File: src/rtl/vga_pkg.sv
// vga_pkg: shared VGA timing defaults, mix modes, region decode and raw sync bundle
package vga_pkg;
  localparam int DEF_H_ACTIVE = 640;
  localparam int DEF_H_FP = 16;
  localparam int DEF_H_SYNC = 96;
  localparam int DEF_H_BP = 48;
  localparam int DEF_V_ACTIVE = 480;
  localparam int DEF_V_FP = 10;
  localparam int DEF_V_SYNC = 2;
  localparam int DEF_V_BP = 33;
  localparam bit MIX_OR = 1'b0;
  localparam bit MIX_PRIO = 1'b1;
  typedef enum logic [1:0] {ACTIVE, FP, SYNC, BP} vga_region_t;
  typedef struct packed {
    logic hs;
    logic vs;
    logic act;
  } vga_raw_t;
  function automatic vga_region_t region_of(input int c, input int act, input int fp, input int sy);
    return c < act ? ACTIVE : c < act + fp ? FP : c < act + fp + sy ? SYNC : BP;
  endfunction
endpackage

File: src/rtl/vga_layer_mixer.sv
// vga_layer_mixer: combinational OR / lowest-index-priority reduction over colour layers
module vga_layer_mixer
  import vga_pkg::*;
#(
  parameter int NUM_LAYERS = 2,
  parameter int COLOR_W = 12,
  parameter bit MIX_MODE = MIX_OR,
  parameter logic [COLOR_W-1:0] BG_COLOR = '0
)(
  input  logic [NUM_LAYERS*COLOR_W-1:0] layer_data_i,
  input  logic [NUM_LAYERS-1:0]         layer_vis_i,
  output logic [COLOR_W-1:0]            color_o
);
  logic [COLOR_W-1:0] or_c, prio_c;
  // walk layers high to low so the lowest visible index is the last priority write
  always_comb begin
    or_c = '0;
    prio_c = '0;
    for (int i = NUM_LAYERS - 1; i >= 0; i--) begin
      or_c = or_c | (layer_vis_i[i] ? layer_data_i[i*COLOR_W +: COLOR_W] : '0);
      prio_c = layer_vis_i[i] ? layer_data_i[i*COLOR_W +: COLOR_W] : prio_c;
    end
    color_o = ~|layer_vis_i ? BG_COLOR : MIX_MODE == MIX_PRIO ? prio_c : or_c;
  end
endmodule

File: src/rtl/vga_timing_mixer.sv
// vga_timing_mixer: programmable VGA timing with pixel-clock enable and layer compositor
module vga_timing_mixer
  import vga_pkg::*;
#(
  parameter int H_ACTIVE = DEF_H_ACTIVE,
  parameter int H_FP = DEF_H_FP,
  parameter int H_SYNC = DEF_H_SYNC,
  parameter int H_BP = DEF_H_BP,
  parameter int V_ACTIVE = DEF_V_ACTIVE,
  parameter int V_FP = DEF_V_FP,
  parameter int V_SYNC = DEF_V_SYNC,
  parameter int V_BP = DEF_V_BP,
  parameter int CLK_DIV = 2,
  parameter bit SYNC_POL = 1'b0,
  parameter int CNT_W = 10,
  parameter int COLOR_W = 12,
  parameter int NUM_LAYERS = 2,
  parameter int LAYER_LAT = 1,
  parameter bit MIX_MODE = MIX_OR,
  parameter logic [COLOR_W-1:0] BG_COLOR = '0
)(
  input  logic                          clk,
  input  logic                          rst_n,
  input  logic                          en,
  input  logic [NUM_LAYERS*COLOR_W-1:0] layer_data,
  input  logic [NUM_LAYERS-1:0]         layer_vis,
  output logic                          pix_ce,
  output logic [CNT_W-1:0]              x_pos,
  output logic [CNT_W-1:0]              y_pos,
  output logic                          in_active,
  output logic                          line_start,
  output logic                          frame_start,
  output logic                          hsync,
  output logic                          vsync,
  output logic                          de,
  output logic [COLOR_W-1:0]            color_out
);
  localparam int H_TOTAL = H_ACTIVE + H_FP + H_SYNC + H_BP;
  localparam int V_TOTAL = V_ACTIVE + V_FP + V_SYNC + V_BP;
  localparam int DIV_W = CLK_DIV > 1 ? $clog2(CLK_DIV) : 1;
  localparam logic [CNT_W-1:0] H_MAX = CNT_W'(H_TOTAL - 1);
  localparam logic [CNT_W-1:0] V_MAX = CNT_W'(V_TOTAL - 1);
  if (H_TOTAL > 2**CNT_W || V_TOTAL > 2**CNT_W) begin : g_size_chk
    $error("vga_timing_mixer: line or frame total does not fit CNT_W");
  end
  logic [DIV_W-1:0] div_q, div_d;
  logic [CNT_W-1:0] h_q, h_d, v_q, v_d, x_q, y_q;
  logic tick, pix_ce_q, act_q, ls_q, fs_q, hs_q, vs_q, de_q;
  logic [COLOR_W-1:0] color_q, mix_color;
  vga_raw_t raw, tail;
  // pixel tick, next raster position and raw sync/active of the current position
  always_comb begin
    tick = en && div_q == DIV_W'(CLK_DIV - 1);
    div_d = tick ? '0 : en ? div_q + 1'b1 : div_q;
    h_d = h_q == H_MAX ? '0 : h_q + 1'b1;
    v_d = h_q != H_MAX ? v_q : v_q == V_MAX ? '0 : v_q + 1'b1;
    raw = '{hs: region_of(int'(h_q), H_ACTIVE, H_FP, H_SYNC) == SYNC,
            vs: region_of(int'(v_q), V_ACTIVE, V_FP, V_SYNC) == SYNC,
            act: region_of(int'(h_q), H_ACTIVE, H_FP, H_SYNC) == ACTIVE &&
                 region_of(int'(v_q), V_ACTIVE, V_FP, V_SYNC) == ACTIVE};
  end
  // divider runs only while enabled; raster counters step on each tick
  always_ff @(posedge clk or negedge rst_n)
    if (!rst_n) begin
      div_q <= '0;
      h_q <= '0;
      v_q <= '0;
    end else begin
      div_q <= div_d;
      if (tick) begin
        h_q <= h_d;
        v_q <= v_d;
      end
    end
  // publish the coordinate being generated together with its strobes
  always_ff @(posedge clk or negedge rst_n)
    if (!rst_n) begin
      pix_ce_q <= 1'b0;
      x_q <= '0;
      y_q <= '0;
      act_q <= 1'b0;
      ls_q <= 1'b0;
      fs_q <= 1'b0;
    end else begin
      pix_ce_q <= tick;
      if (tick) begin
        x_q <= h_q;
        y_q <= v_q;
        act_q <= raw.act;
        ls_q <= h_q == '0;
        fs_q <= h_q == '0 && v_q == '0;
      end
    end
  for (genvar i = 0; i < LAYER_LAT; i++) begin : g_dly
    vga_raw_t q;
    if (i == 0) begin : g_head
      // first stage captures raw timing alongside the published coordinate
      always_ff @(posedge clk or negedge rst_n)
        if (!rst_n) q <= '0;
        else if (tick) q <= raw;
    end else begin : g_tail
      // later stages shift one pixel tick per stage
      always_ff @(posedge clk or negedge rst_n)
        if (!rst_n) q <= '0;
        else if (tick) q <= g_dly[i-1].q;
    end
  end
  assign tail = g_dly[LAYER_LAT-1].q;
  vga_layer_mixer #(
    .NUM_LAYERS(NUM_LAYERS),
    .COLOR_W(COLOR_W),
    .MIX_MODE(MIX_MODE),
    .BG_COLOR(BG_COLOR)
  ) u_mix (
    .layer_data_i(layer_data),
    .layer_vis_i(layer_vis),
    .color_o(mix_color)
  );
  // blank while halted, otherwise emit delayed timing with the freshly sampled layer colour
  always_ff @(posedge clk or negedge rst_n)
    if (!rst_n) begin
      de_q <= 1'b0;
      color_q <= '0;
      hs_q <= ~SYNC_POL;
      vs_q <= ~SYNC_POL;
    end else if (!en) begin
      de_q <= 1'b0;
      color_q <= '0;
      hs_q <= ~SYNC_POL;
      vs_q <= ~SYNC_POL;
    end else if (tick) begin
      de_q <= tail.act;
      color_q <= tail.act ? mix_color : '0;
      hs_q <= tail.hs ? SYNC_POL : ~SYNC_POL;
      vs_q <= tail.vs ? SYNC_POL : ~SYNC_POL;
    end
  assign pix_ce = pix_ce_q;
  assign x_pos = x_q;
  assign y_pos = y_q;
  assign in_active = act_q;
  assign line_start = ls_q;
  assign frame_start = fs_q;
  assign hsync = hs_q;
  assign vsync = vs_q;
  assign de = de_q;
  assign color_out = color_q;
endmodule

File: config.mk
export PLATFORM = sky130hd
export DESIGN_NAME = vga_timing_mixer
export DESIGN_NICKNAME = d
export VERILOG_FILES = /design/src/rtl/vga_pkg.sv /design/src/rtl/vga_layer_mixer.sv /design/src/rtl/vga_timing_mixer.sv
export SDC_FILE = /design/constraint.sdc
export NUM_CORES = 1
export LEC_CHECK = 0
export CAP_MARGIN = 25
export CORE_ASPECT_RATIO = 1.1
export CORE_UTILIZATION = 53
export CTS_CLUSTER_SIZE = 28
export DETAILED_ROUTE_END_ITERATION = 10
export PLACE_DENSITY = 0.85
export REMOVE_ABC_BUFFERS = 1
export SETUP_SLACK_MARGIN = 0.02
export SLEW_MARGIN = 10
export SYNTH_ARGS = -nofsm -noshare
export SYNTH_HDL_FRONTEND = slang
export SYNTH_SLANG_ARGS = --single-unit
File: constraint.sdc
create_clock -name clk -period 3.3 [get_ports clk]
set_input_delay 0.66 -clock clk [delete_from_list [all_inputs] [get_ports clk]]
set_output_delay 0.66 -clock clk [all_outputs]
set_load 0.05 [all_outputs]
# Word-level counts from Yosys, hierarchy flattened
# Index checks and enable logic that the tools add are counted.
classes:
  n_addsub: 3
  n_lt_le_gt_ge: 6
  n_eq_ne: 6
  n_mux: 24
  n_bitwise: 2
  n_reduce_logical: 10
ops:
  columns: ["operator", "n"]
  rows:
  - ["two-way mux 12 bit", 6]
  - ["< comparator 10 bit (second input constant)", 3]
  - ["< comparator 10 x 9 -> 1 bit (second input constant)", 3]
  - ["adder 10 x 1 -> 10 bit (second input constant)", 2]
  - ["equality test 10 bit (second input constant)", 2]
  - ["logical NOT 10 bit", 2]
  - ["two-way mux 10 bit", 2]
  - ["two-way mux 1 bit", 12]
  - ["OR 12 bit", 1]
  - ["inequality test 10 bit (second input constant)", 1]
  - ["two-way mux 2 bit", 4]
  - ["equality test 2 bit (second input constant)", 2]
  - ["logical NOT 2 bit", 2]
  - ["logical AND 1 bit", 3]
  - ["inequality test 2 x 1 -> 1 bit (second input constant)", 1]
  - ["AND reduction 2 bit", 1]
  - ["nonzero test 2 bit", 1]
  - ["OR reduction 2 bit", 1]
  - ["adder 1 bit (second input constant)", 1]
  - ["NOT 1 bit", 1]
totals:
  regBits: 62
  input_bits: 29
  out_inout_bits: 39
  wordCells: 66

# Longest topological paths before layout
# Gate-level depths: netlist of the first run.
logic_depth:
  depth_word: 6
  mapped_depth: 7
  mapped_depth_nobuf: 6

# Modules after synthesis
# Synthesis of the first run repeated with hierarchy kept, for this count alone.
unflattened:
  hier_cells: 308
  area_unflattened_um2: 2966.6
modules_own_cells:
  columns: ["mod", "instances", "cells_per_inst", "area_each_um2", "seq_area_each_um2"]
  rows:
  - ["vga_timing_mixer", 1, 294, 2836.5, 1554.0]
  - ["vga_layer_mixer", 1, 14, 130.1, 0.0]

# Worst setup path before layout of the first run
# OpenSTA, ideal clock, no wires.
synth_timing:
  kind: "input port to flip-flop"
  startpoint: "input en"
  endpoint: "register v_q[4]"
  setup_time_ns: 0.066
  t_arrival_ns: 2.059
  required_ns: 3.234
  path_slack_ns: 1.175
  path_stages: 6
  path_buffers: 2
  cell_sequence: "clkbuf_2 nand2_1 or4_1 buf_2 or4b_1 nand2_1"
synth_between:
  elab_chain_len: 2
synth_lines:
  columns: ["item", "line", "source"]
  rows:
  - ["from (decl)", "vga_timing_mixer.sv:24", "input logic en,"]
  - ["logical AND 1 bit", "vga_timing_mixer.sv:53", "tick = en && div_q == DIV_W'(CLK_DIV - 1);"]
  - ["AND reduction 2 bit (no source line)", null, null]
  - ["to (signal assigned)", "vga_timing_mixer.sv:72", "v_q <= v_d;"]
  - ["to (decl)", "vga_timing_mixer.sv:47", "logic [CNT_W-1:0] h_q, h_d, v_q, v_d, x_q, y_q;"]
# Every way passes these cells.
# A chain may end at the register's enable or synchronous reset.

# Final worst setup path of the first run
layout_timing:
  startpoint: "register hs_q (netlist: hsync)"
  endpoint: "output hsync"
layout_lines:
  columns: ["item", "line", "source"]
  rows:
  - ["from (decl)", "vga_timing_mixer.sv:48", "logic tick, pix_ce_q, act_q, ls_q, fs_q, hs_q, vs_q, de_q;"]
  - ["from (signal assigned)", "vga_timing_mixer.sv:124", "hs_q <= ~SYNC_POL;"]
  - ["from (signal assigned)", "vga_timing_mixer.sv:129", "hs_q <= ~SYNC_POL;"]
  - ["from (signal assigned)", "vga_timing_mixer.sv:134", "hs_q <= tail.hs ? SYNC_POL : ~SYNC_POL;"]
  - ["to (decl)", "vga_timing_mixer.sv:33", "output logic hsync,"]
# No word-level cell between the ends.

==> impl_metrics.prom, run 1 <==
# TYPE chip_impl_metric gauge
chip_impl_metric{name="cts_made_buffers",unit=""} 9
chip_impl_metric{name="yosys_warnings",unit=""} 0
chip_impl_metric{name="route.detailed.wl_per_inst",unit="um"} 14.7
chip_impl_info{name="synth.area.top_cells",value="dfrtp_1, nand2_1, a22oi_1"} 1
chip_impl_metric{name="htreeDepth",unit=""} 3
chip_impl_metric{name="chip_width",unit="um"} 71.6
chip_impl_metric{name="cts.reportedPaths.clkPinSlew",unit="ps"} 70
chip_impl_info{name="worstSetupStartpointType",value="flip-flop"} 1
chip_impl_metric{name="setup_viol_count_final",unit=""} 0
chip_impl_info{name="r2r-start",value="h_q[0]$_DFFE_PN0P_"} 1
chip_impl_info{name="layout.cells.most_common",value="nand2_1"} 1
chip_impl_info{name="cp_cell_sequence",value="clkdlybuf4s50_1"} 1
chip_impl_metric{name="post_layout_nonfiller_instances",unit=""} 427
chip_impl_metric{name="floorplan.io_pins",unit=""} 68
chip_impl_metric{name="cts_num_sinks",unit=""} 62
chip_impl_metric{name="crit_path_depth",unit=""} 1
chip_impl_metric{name="timing.clock.skew",unit="ps"} 7.58
chip_impl_metric{name="route.vias.total",unit=""} 2356
chip_impl_info{name="tritoncts_clock_tree",value="done"} 1
chip_impl_metric{name="clk_buf_depth",unit=""} 2
chip_impl_metric{name="required",unit="ps"} 2640
chip_impl_metric{name="violation_count_after_the_first_detailed_route_iteration",unit=""} 182
chip_impl_metric{name="floorplan.core_area",unit="um^2"} 5070
chip_impl_metric{name="slew_violations",unit=""} 0
chip_impl_info{name="cp-startpoint",value="hsync$_DFFE_PN1P_"} 1
chip_impl_metric{name="post-route-drc-count",unit=""} 0
chip_impl_metric{name="areaGrowthSynthToFinish",unit="%"} 32.9
chip_impl_metric{name="worst_slew_pin_slew",unit="ps"} 714
chip_impl_metric{name="final_antenna_net_count",unit=""} 0
chip_impl_metric{name="syn-cell-area",unit="um^2"} 2830
chip_impl_info{name="critPathTopFamily",value="buffers and inverters"} 1
chip_impl_info{name="critical_path.reg2reg.endpoint",value="v_q[4]$_DFFE_PN0P_"} 1
chip_impl_metric{name="yosysSeqAreaShare",unit="%"} 55.0
chip_impl_metric{name="portBuffers",unit=""} 67
chip_impl_metric{name="postSynthCellCount",unit=""} 299
chip_impl_metric{name="holdBufCountCts",unit=""} 0
chip_impl_metric{name="final.hold.worst_slack",unit="ps"} 363
chip_impl_metric{name="cp_slowest_stage_delay",unit="ps"} 810
chip_impl_metric{name="die_h",unit="um"} 78.6
chip_impl_metric{name="worstPathArrival",unit="ps"} 1690
chip_impl_metric{name="post_cts_resized",unit=""} 0
chip_impl_metric{name="path_buf_inv",unit=""} 1
chip_impl_info{name="crit_path_top_delay_cell",value="clkdlybuf4s50_1"} 1
chip_impl_metric{name="die_area",unit="um^2"} 5630
chip_impl_info{name="clock_tree.root_cell",value="clkbuf_8"} 1
chip_impl_metric{name="timing.critical_path.fanout_max",unit=""} 2
chip_impl_metric{name="final_area",unit="um^2"} 3760
chip_impl_metric{name="globalRoute.totalOverflow",unit=""} 0
chip_impl_metric{name="clkLatencyLatePin",unit="ps"} 350
chip_impl_metric{name="vias_per_cell",unit=""} 5.52
chip_impl_metric{name="drt-total-wl",unit="mm"} 6.29
chip_impl_info{name="endpoint_kind",value="output pin"} 1
chip_impl_metric{name="core.rowCount",unit=""} 27
chip_impl_metric{name="num-nets-final",unit=""} 397
chip_impl_metric{name="placement.cell_area",unit="um^2"} 3530
chip_impl_metric{name="dp_hpwl",unit="mm"} 4.33
chip_impl_metric{name="static-leakage-power",unit="nW"} 1.74
chip_impl_metric{name="timing.slew.headroom",unit="%"} 52.4
chip_impl_metric{name="layout.area.seq",unit="um^2"} 1550
chip_impl_metric{name="drv_cap",unit=""} 0
chip_impl_metric{name="maxClockFrequency",unit="MHz"} 426
chip_impl_info{name="hold_path.class",value="in -> async"} 1
chip_impl_metric{name="setup_tns",unit="ps"} 0
chip_impl_info{name="synth_largest_area_cell",value="dfrtp_1"} 1
chip_impl_metric{name="rrSetupSlack",unit="ps"} 1260
chip_impl_metric{name="cts.repair_timing.setup_buffer_count",unit=""} 0
chip_impl_metric{name="firstDrtPassIters",unit=""} 4
chip_impl_metric{name="min_period",unit="ps"} 2350
chip_impl_info{name="criticalPathCategory",value="reg -> out"} 1
chip_impl_metric{name="area_of_the_multi_input_gates",unit="um^2"} 1130
chip_impl_metric{name="final.fill_count",unit=""} 369
chip_impl_metric{name="final_min_period_over_clock_period",unit="%"} 71.2
chip_impl_metric{name="antenna_found_initial",unit=""} 0
chip_impl_metric{name="floorplan.initialDensity",unit="%"} 55.8
chip_impl_metric{name="grt_start_max_net_pins",unit=""} 38
chip_impl_metric{name="grt_pass1_wl",unit="mm"} 10.6
chip_impl_info{name="end_point_of_the_critical_path",value="hsync"} 1
chip_impl_metric{name="grt_pass1_vias",unit=""} 2365
chip_impl_metric{name="design_power_total",unit="W"} 0.00262
chip_impl_metric{name="grt.total_usage",unit="%"} 24.5
chip_impl_info{name="setup_repair_after_global_routing_missed_its_margin",value="false"} 1
chip_impl_metric{name="reg2reg_depth",unit=""} 5
chip_impl_info{name="status",value="finished clean"} 1
chip_impl_metric{name="synth-seq-cells",unit=""} 62
chip_impl_metric{name="final_layout_size_suffix_gt1_share",unit="%"} 7.86
chip_impl_info{name="commonest_cells_after_routing_fill_and_taps_aside",value="nand2_1, clkdlybuf4s50_1, dfrtp_1"} 1
chip_impl_metric{name="synth_cell_types",unit=""} 40
chip_impl_metric{name="antenna_cells",unit=""} 0
chip_impl_metric{name="hold_viol",unit=""} 0
chip_impl_metric{name="final_weighted_congestion_of_routability_driven_global_placement",unit=""} 0.829
chip_impl_metric{name="number_of_cells_in_the_design_after_placement",unit=""} 411
chip_impl_metric{name="yosysTopAreaCellShare",unit="%"} 53.1
chip_impl_metric{name="syn-mean-instance-area",unit="um^2"} 9.46
chip_impl_metric{name="power-per-cell-area",unit="nW/um^2"} 698
chip_impl_metric{name="worst_ir_drop_vdd",unit="V"} 0.000542
==> flip-flops by register name (all words and copies together) (netlist names) <==
register and flops:
v_q 10, x_pos 10, frame_start 1, y_pos 10, pix_ce 1, h_q 10, line_start 1, g_dly.q 3
color_out 12, div_q 1, vsync 1, de 1, hsync 1
==> worst min-delay path by stage <==
stage | start | endpoint | slack (ps) | cells after the start
global route | rst_n | x_pos[9]$_DFFE_PN0P_ | 430 | 1
floorplan | rst_n | color_out[0]$_DFFE_PN0P_ | 360 | 0
global placement | x_pos[5]$_DFFE_PN0P_ | x_pos[5]$_DFFE_PN0P_ | 460 | 2
detailed placement | x_pos[5]$_DFFE_PN0P_ | x_pos[5]$_DFFE_PN0P_ | 460 | 2
finish | rst_n | x_pos[9]$_DFFE_PN0P_ | 360 | 1
CTS | rst_n | div_q$_DFFE_PN0P_ | 390 | 1
==> routing by layer <==
metal,GRT usage [%],share of wire (%)
met2,39.7,47
met4,13.3,1.5
met3,5.01,8.3
met1,30.5,43
met5,0,0
==> logic make-up (layout without fill, tap and decap cells) <==
kind of cell	count (synthesis)	after routing	synth area share (%)
flops	62	62	55.0
simple gates	134	134	23.2
mux	1	1	0.354
xor+xnor	10	10	3.10
fa+ha+maj	4	4	1.77
compound gates	52	52	11.6
buf+inv	36	106	5.00
==> metrics by stage <==
step	setup WS [ps]	utilization, %
2_1_floorplan	470	-
3_3_place_gp	767	69.7
3_5_place_dp	748	69.7
4_1_cts	945	74.2
5_1_grt	928	74.2
6_report	950	74.2
==> power by group <==
part / internal (W) / switching, W
Combinational: 0.000302 / 0.000599
Clock: 0.000464 / 0.000284
Sequential: 0.000881 / 0.0000946
Total: 0.00165 / 0.000977
==> synthesized netlist by cell type (all sizes together) <==
cell / number
a31oi: 4
ha: 4
nand3b: 1
nand4: 5
nor2: 5
a21boi: 1
a21bo: 1
nand3: 9
and4: 3
or4: 1
nor3: 5
dfrtp: 60
or2: 2
inv: 17
nand4b: 1
a21oi: 1
dfstp: 2
nand2b: 2
nor4b: 1
nor2b: 2
nor4: 3
a22oi: 12
o41ai: 2
or4b: 1
and3: 6
clkbuf: 15
a21o: 1
mux2i: 1
o22ai: 13
xnor2: 4
and2: 12
buf: 4
nand2: 75
xor2: 6
o21ai: 17
==> final cells by class <==
class / count / share of cell area, %
Sequential cell: 62 / 41.3
Multi-Input combinational cell: 201 / 30.1
Timing Repair Buffer: 73 / 18.9
Clock buffer: 12 / 4.13
Tap cell: 58 / 1.93
Clock inverter: 4 / 1.86
Inverter: 17 / 1.70
Note: power is estimated with default switching activity, not from simulation.
==> inputs of run 2 (changes only) <==
- CORE_UTILIZATION: 53 -> 45
- PLACE_DENSITY: 0.85 -> 0.76
- clock period: 3.3 -> 1.95 ns (I/O delays scaled with it)
==> impl_metrics.prom, run 2 (same netlist as run 1, synthesis figures left out) <==
# TYPE chip_impl_metric gauge
chip_impl_metric{name="worstPathArrival",unit="ps"} 1500
chip_impl_metric{name="globalRoute.totalOverflow",unit=""} 0
chip_impl_metric{name="setup_tns",unit="ps"} 0
chip_impl_metric{name="hold_viol",unit=""} 0
chip_impl_metric{name="firstDrtPassIters",unit=""} 4
chip_impl_metric{name="route.detailed.wl_per_inst",unit="um"} 13.8
chip_impl_metric{name="timing.critical_path.fanout_max",unit=""} 2
chip_impl_metric{name="layout_setup_ws",unit="ps"} 59.4
chip_impl_metric{name="power.clock.fraction",unit="%"} 26.8
chip_impl_metric{name="power.combinational.fraction",unit="%"} 36.7
chip_impl_metric{name="final_min_period_over_clock_period",unit="%"} 97.0
chip_impl_metric{name="timing.slew.headroom",unit="%"} 65.4
chip_impl_metric{name="areaGrowthSynthToFinish",unit="%"} 40.0
chip_impl_metric{name="core.rowCount",unit=""} 29
chip_impl_metric{name="design_power_total",unit="W"} 0.00444
chip_impl_metric{name="drv_cap",unit=""} 0
chip_impl_metric{name="final_antenna_net_count",unit=""} 0
chip_impl_metric{name="power-per-cell-area",unit="nW/um^2"} 1120
chip_impl_info{name="setup_repair_after_global_routing_missed_its_margin",value="false"} 1
chip_impl_metric{name="worst_slew_pin_slew",unit="ps"} 518
chip_impl_info{name="status",value="finished clean"} 1
chip_impl_metric{name="slew_violations",unit=""} 0
chip_impl_metric{name="floorplan.initialDensity",unit="%"} 47.8
chip_impl_metric{name="path_buf_inv",unit=""} 1
chip_impl_info{name="criticalPathCategory",value="reg -> out"} 1
chip_impl_metric{name="grt_pass1_vias",unit=""} 2351
chip_impl_metric{name="grt.total_usage",unit="%"} 21.9
chip_impl_metric{name="die_area",unit="um^2"} 6610
chip_impl_metric{name="cts.repair_timing.setup_buffer_count",unit=""} 0
chip_impl_info{name="commonest_cells_after_routing_fill_and_taps_aside",value="nand2_1, dfrtp_1, clkdlybuf4s50_1"} 1
chip_impl_metric{name="holdBufCountCts",unit=""} 0
chip_impl_metric{name="chip_width",unit="um"} 77.6
chip_impl_metric{name="netSwitchingFraction",unit="%"} 37.0
chip_impl_metric{name="antenna_cells",unit=""} 0
chip_impl_metric{name="min_period",unit="ps"} 1890
chip_impl_metric{name="die_h",unit="um"} 85.1
chip_impl_info{name="clock_tree.root_cell",value="clkbuf_8"} 1
chip_impl_metric{name="clkLatencyLatePin",unit="ps"} 340
chip_impl_metric{name="dp_hpwl",unit="mm"} 4.40
chip_impl_info{name="worstSetupStartpointType",value="flip-flop"} 1
chip_impl_metric{name="floorplan.core_area",unit="um^2"} 5910
chip_impl_metric{name="worst_ir_drop_vdd",unit="V"} 0.000705
chip_impl_metric{name="antenna_found_initial",unit=""} 0
chip_impl_info{name="critPathTopFamily",value="buffers and inverters"} 1
chip_impl_metric{name="post-route-drc-count",unit=""} 0
chip_impl_metric{name="pint",unit="W"} 0.00280
chip_impl_metric{name="dp_slack",unit="ps"} -211
chip_impl_info{name="cp_cell_sequence",value="clkdlybuf4s50_1"} 1
chip_impl_metric{name="cts_made_buffers",unit=""} 9
chip_impl_metric{name="violation_count_after_the_first_detailed_route_iteration",unit=""} 96
chip_impl_metric{name="static-leakage-power",unit="nW"} 2.08
chip_impl_info{name="crit_path_top_delay_cell",value="clkdlybuf4s50_1"} 1
chip_impl_metric{name="grt_pass1_wl",unit="mm"} 11.1
chip_impl_metric{name="drt-total-wl",unit="mm"} 6.38
chip_impl_metric{name="timing.clock.skew",unit="ps"} 8.18
chip_impl_metric{name="final.hold.worst_slack",unit="ps"} 57.3
chip_impl_metric{name="flip_flop_count_of_the_largest_register_after_layout",unit=""} 12
chip_impl_metric{name="p_switching",unit="W"} 0.00164
chip_impl_info{name="endpoint_kind",value="output pin"} 1
chip_impl_info{name="layout.cells.most_common",value="nand2_1"} 1
chip_impl_metric{name="power.share.sequential",unit="%"} 36.5
chip_impl_metric{name="portBuffers",unit=""} 67
chip_impl_metric{name="setup_viol_count_final",unit=""} 0
chip_impl_metric{name="cp_slowest_stage_delay",unit="ps"} 810
chip_impl_metric{name="required",unit="ps"} 1560
chip_impl_metric{name="final_weighted_congestion_of_routability_driven_global_placement",unit=""} 0.847
chip_impl_metric{name="floorplan.io_pins",unit=""} 68
chip_impl_metric{name="final_layout_size_suffix_gt1_share",unit="%"} 14.8
chip_impl_metric{name="maxClockFrequency",unit="MHz"} 529
chip_impl_metric{name="vias_per_cell",unit=""} 5.17
chip_impl_metric{name="num-nets-final",unit=""} 414
chip_impl_metric{name="cts_num_sinks",unit=""} 62
chip_impl_info{name="tritoncts_clock_tree",value="done"} 1
chip_impl_metric{name="clk_buf_depth",unit=""} 2
chip_impl_info{name="hold_path.class",value="in -> async"} 1
chip_impl_metric{name="final.fill_count",unit=""} 465
chip_impl_metric{name="htreeDepth",unit=""} 3
chip_impl_metric{name="cts.reportedPaths.clkPinSlew",unit="ps"} 60
chip_impl_metric{name="route.vias.total",unit=""} 2393
chip_impl_metric{name="grt_start_max_net_pins",unit=""} 63
==> run 2: cell count changes in the layout (fill, tap and decap cells not counted), moves of 2 or more <==
cell	before	now
dlymetal6s2s_1	0	14
clkbuf_8	11	13
clkdlybuf4s50_1	66	45
buf_4	6	29
==> run 2: final timing paths <==
check,startpoint,end,slack (ps),cells after the start
min reg2reg,y_pos[8]$_DFFE_PN0P_,y_pos[8]$_DFFE_PN0P_,470,2
min in group clk,y_pos[8]$_DFFE_PN0P_,y_pos[8]$_DFFE_PN0P_,470,2
max,x_pos[9]$_DFFE_PN0P_,x_pos[9],60,1
max reg2reg,h_q[0]$_DFFE_PN0P_,v_q[4]$_DFFE_PN0P_,120,5
max in group asynchronous,rst_n,vsync$_DFFE_PN1P_,1600,2
min,rst_n,color_out[2]$_DFFE_PN0P_,60,2
==> run 2: repair_timing <==
item                                    in CTS  in global routing
pin swaps                                    0                  1
cloned                                       0                  0
hold endpoints to repair                     0                  0
endpoints found under the setup margin       1                 18
resized for setup                            1                 17
==> run 2: final cells by class <==
type | count | area [um^2] | share of cell area (%)
tap | 77 | 96.3 | 2.43
clock buffer | 13 | 179 | 4.52
inverter | 17 | 63.8 | 1.61
sequential | 62 | 1550 | 39.3
timing repair buffer | 90 | 868 | 21.9
clock inverter | 3 | 40.0 | 1.01
multi-input combinational | 201 | 1160 | 29.2
==> run 2: stage by stage <==
| stage | area (um^2) | std cells | utilization [%] |
|---|---|---|---|
| 5_1_grt | 3960 | 463 | 66.9 |
| 2_1_floorplan | 2750 | 280 | - |
| 4_1_cts | 3900 | 463 | 66.0 |
| 3_3_place_gp | 3680 | 447 | 62.2 |
| 3_5_place_dp | 3680 | 447 | 62.2 |
| 6_report | 3960 | 463 | 66.9 |
==> run 2: power by group through the flow <==
stage          registers, W  clock network (W)  logic [W]
6_report            0.00162            0.00119    0.00163
5_1_grt             0.00164            0.00129    0.00175
4_1_cts             0.00162            0.00124    0.00164
3_5_place_dp        0.00164                  0    0.00163
3_3_place_gp        0.00163                  0    0.00161
2_1_floorplan       0.00220                  0   0.000410
==> run 2: metal layers <==
metal / GRT usage [%] / routed length [um] / up-vias
met5: 0 / 0 / -
met4: 10.8 / 90 / 0
li1: - / - / 1179
met2: 34.5 / 3010 / 87
met3: 6.77 / 470 / 8
met1: 27.2 / 2810 / 1119
==> inputs of run 3 (changes only) <==
- CORE_UTILIZATION: 45 -> 56
- DONT_BUFFER_PORTS: not set -> 1
- PLACE_DENSITY: 0.76 -> 0.74
- REMOVE_ABC_BUFFERS: 1 -> not set
==> impl_metrics.prom, run 3 (same netlist as run 1, synthesis figures left out) <==
# TYPE chip_impl_metric gauge
chip_impl_info{name="critPathTopFamily",value="simple AND/OR/NAND/NOR gates"} 1
chip_impl_metric{name="path_buf_inv",unit=""} 1
chip_impl_metric{name="firstDrtPassIters",unit=""} 4
chip_impl_metric{name="floorplan.io_pins",unit=""} 68
chip_impl_metric{name="final.hold.worst_slack",unit="ps"} 95.0
chip_impl_info{name="hold_path.class",value="in -> reg"} 1
chip_impl_metric{name="number_of_cells_in_the_design_after_placement",unit=""} 351
chip_impl_metric{name="layout.area.seq",unit="um^2"} 1550
chip_impl_metric{name="route.vias.total",unit=""} 2153
chip_impl_metric{name="layout_setup_ws",unit="ps"} 125
chip_impl_metric{name="chip_width",unit="um"} 69.8
chip_impl_metric{name="final_area",unit="um^2"} 3170
chip_impl_metric{name="post-route-drc-count",unit=""} 0
chip_impl_metric{name="crit_path_depth",unit=""} 6
chip_impl_info{name="cp_cell_sequence",value="ha_4 -> nand3_4 -> or4_4 -> buf_4 -> nor3_2 -> xor2_1"} 1
chip_impl_metric{name="clk_buf_depth",unit=""} 2
chip_impl_metric{name="cp_slowest_stage_delay",unit="ps"} 540
chip_impl_metric{name="detailroute.wirelength.met3",unit="um"} 229
chip_impl_metric{name="clkLatencyLatePin",unit="ps"} 330
chip_impl_metric{name="dp_slack",unit="ps"} 10.7
chip_impl_metric{name="globalRoute.totalOverflow",unit=""} 0
chip_impl_metric{name="setup_viol_count_final",unit=""} 0
chip_impl_info{name="worstSetupStartpointType",value="flip-flop"} 1
chip_impl_metric{name="die_area",unit="um^2"} 5340
chip_impl_metric{name="slew_violations",unit=""} 0
chip_impl_metric{name="grt_pass1_wl",unit="mm"} 10.0
chip_impl_metric{name="mappedNetlistNets",unit=""} 332
chip_impl_metric{name="antenna_found_initial",unit=""} 0
chip_impl_metric{name="timing.slew.headroom",unit="%"} 65.7
chip_impl_metric{name="met1Wirelength",unit="mm"} 2.56
chip_impl_info{name="endpoint_kind",value="flip-flop"} 1
chip_impl_info{name="crit_path_top_delay_cell",value="or4_4"} 1
chip_impl_metric{name="maxClockFrequency",unit="MHz"} 548
chip_impl_metric{name="final_antenna_net_count",unit=""} 0
chip_impl_info{name="layout.cells.most_common",value="nand2_1"} 1
chip_impl_metric{name="dp_hpwl",unit="mm"} 3.93
chip_impl_metric{name="power-per-cell-area",unit="nW/um^2"} 1210
chip_impl_metric{name="areaGrowthSynthToFinish",unit="%"} 12.0
chip_impl_metric{name="min_path_cells",unit=""} 1
chip_impl_metric{name="vias_per_cell",unit=""} 5.82
chip_impl_metric{name="worst_ir_drop_vdd",unit="V"} 0.000778
chip_impl_metric{name="grt_start_max_net_pins",unit=""} 63
chip_impl_metric{name="area_of_the_multi_input_gates",unit="um^2"} 1160
chip_impl_info{name="tritoncts_clock_tree",value="done"} 1
chip_impl_metric{name="grt_pass1_vias",unit=""} 2149
chip_impl_metric{name="die_h",unit="um"} 76.5
chip_impl_metric{name="antenna_cells",unit=""} 0
chip_impl_metric{name="grt.total_usage",unit="%"} 24.0
chip_impl_metric{name="static-leakage-power",unit="nW"} 1.53
chip_impl_metric{name="design_power_total",unit="W"} 0.00384
chip_impl_metric{name="route.met2.wl",unit="mm"} 2.99
chip_impl_metric{name="required",unit="ps"} 2210
chip_impl_metric{name="htreeDepth",unit=""} 3
chip_impl_metric{name="timing.clock.skew",unit="ps"} 4.24
chip_impl_metric{name="cts_num_sinks",unit=""} 62
chip_impl_metric{name="floorplan.core_area",unit="um^2"} 4750
chip_impl_metric{name="worstPathArrival",unit="ps"} 2090
chip_impl_metric{name="timing.critical_path.fanout_max",unit=""} 6
chip_impl_metric{name="reg2reg_depth",unit=""} 6
chip_impl_metric{name="final_min_period_over_clock_period",unit="%"} 93.6
chip_impl_metric{name="hold_viol",unit=""} 0
chip_impl_metric{name="cts_made_buffers",unit=""} 9
chip_impl_info{name="status",value="finished clean"} 1
chip_impl_metric{name="final.fill_count",unit=""} 377
chip_impl_info{name="criticalPathCategory",value="reg -> reg"} 1
chip_impl_info{name="clock_tree.root_cell",value="clkbuf_8"} 1
chip_impl_metric{name="portBuffers",unit=""} 0
chip_impl_metric{name="min_period",unit="ps"} 1820
chip_impl_metric{name="final_layout_size_suffix_gt1_share",unit="%"} 12.7
chip_impl_info{name="commonest_cells_after_routing_fill_and_taps_aside",value="nand2_1, dfrtp_1, inv_1, o21ai_0, buf_4"} 1
chip_impl_metric{name="flip_flop_count_of_the_largest_register_after_layout",unit=""} 12
chip_impl_metric{name="cts.reportedPaths.clkPinSlew",unit="ps"} 60
chip_impl_metric{name="num-nets-final",unit=""} 342
chip_impl_metric{name="route.detailed.wl_per_inst",unit="um"} 15.9
chip_impl_metric{name="core.rowCount",unit=""} 26
chip_impl_metric{name="post_layout_nonfiller_instances",unit=""} 370
chip_impl_info{name="top_layer_used",value="met4"} 1
chip_impl_metric{name="final_weighted_congestion_of_routability_driven_global_placement",unit=""} 0.868
chip_impl_metric{name="drt-total-wl",unit="mm"} 5.89
chip_impl_metric{name="floorplan.initialDensity",unit="%"} 59.5
chip_impl_metric{name="drv_cap",unit=""} 0
chip_impl_metric{name="violation_count_after_the_first_detailed_route_iteration",unit=""} 184
chip_impl_metric{name="worst_slew_pin_slew",unit="ps"} 515
chip_impl_metric{name="placement.cell_area",unit="um^2"} 2930
-- run 3: layout make-up --
| cell class | count | share of cell area [%] |
|---|---|---|
| clock inverters | 2 | 0.316 |
| clock buffers | 14 | 4.82 |
| repair buffers | 18 | 4.98 |
| multi-input cells | 201 | 36.6 |
| well taps | 56 | 2.21 |
| flip-flops and latches | 62 | 49.1 |
| inverters | 17 | 2.02 |
-- run 3: timing repair --
action / 4_1_cts / 5_1_grt
hold endpoints to repair: 62 / 0
resized for setup: 1 / 4
hold buffers: 2 / 0
endpoints found under the setup margin: 1 / 5
setup buffers: 0 / 1
-- run 3: power by group --
group | total [W] | leakage, nW | internal (W) | switching, W
sequential | 0.00217 | 0.819 | 0.00148 | 0.000683
combinational | 0.000721 | 0.628 | 0.000280 | 0.000441
clock | 0.000958 | 0.0844 | 0.000494 | 0.000465
total | 0.00384 | 1.53 | 0.00226 | 0.00159
-- run 3: worst paths after layout --
path	end	startpoint	slack [ps]
setup / recovery	v_q[6]$_DFFE_PN0P_	h_q[1]$_DFFE_PN0P_	130
hold / removal	vsync$_DFFE_PN1P_	en	90
setup reg to reg	v_q[6]$_DFFE_PN0P_	h_q[1]$_DFFE_PN0P_	130
hold reg to reg	g_dly[0].q[1]$_DFFE_PN0P_	g_dly[0].q[1]$_DFFE_PN0P_	480
max in group asynchronous	vsync$_DFFE_PN1P_	rst_n	1060
min in group asynchronous	h_q[8]$_DFFE_PN0P_	rst_n	590
-- run 3: worst register-to-register path: cells and delay by family (launching register included) --
| family | cells | cell delay, ps |
|---|---|---|
| fa+ha+maj | 1 | 170 |
| simple gates | 3 | 850 |
| flops | 1 | 400 |
| buf+inv | 1 | 180 |
| xor+xnor | 1 | 160 |
-- run 3: stage by stage --
| stage | TNS [ps] | utilization, % |
|---|---|---|
| floorplan | 0 | - |
| global route | -5.86 | 66.7 |
| CTS | 0 | 66.1 |
| finish | 0 | 66.7 |
| detailed placement | 0 | 61.7 |
| global placement | 0 | 61.7 |
-- run 3: per-layer routing --
layer	track usage [%]	vias to the layer above
met3	3.97	9
li1	-	1030
met1	30.8	1060
met5	0	-
met2	40.0	54
met4	11.2	0
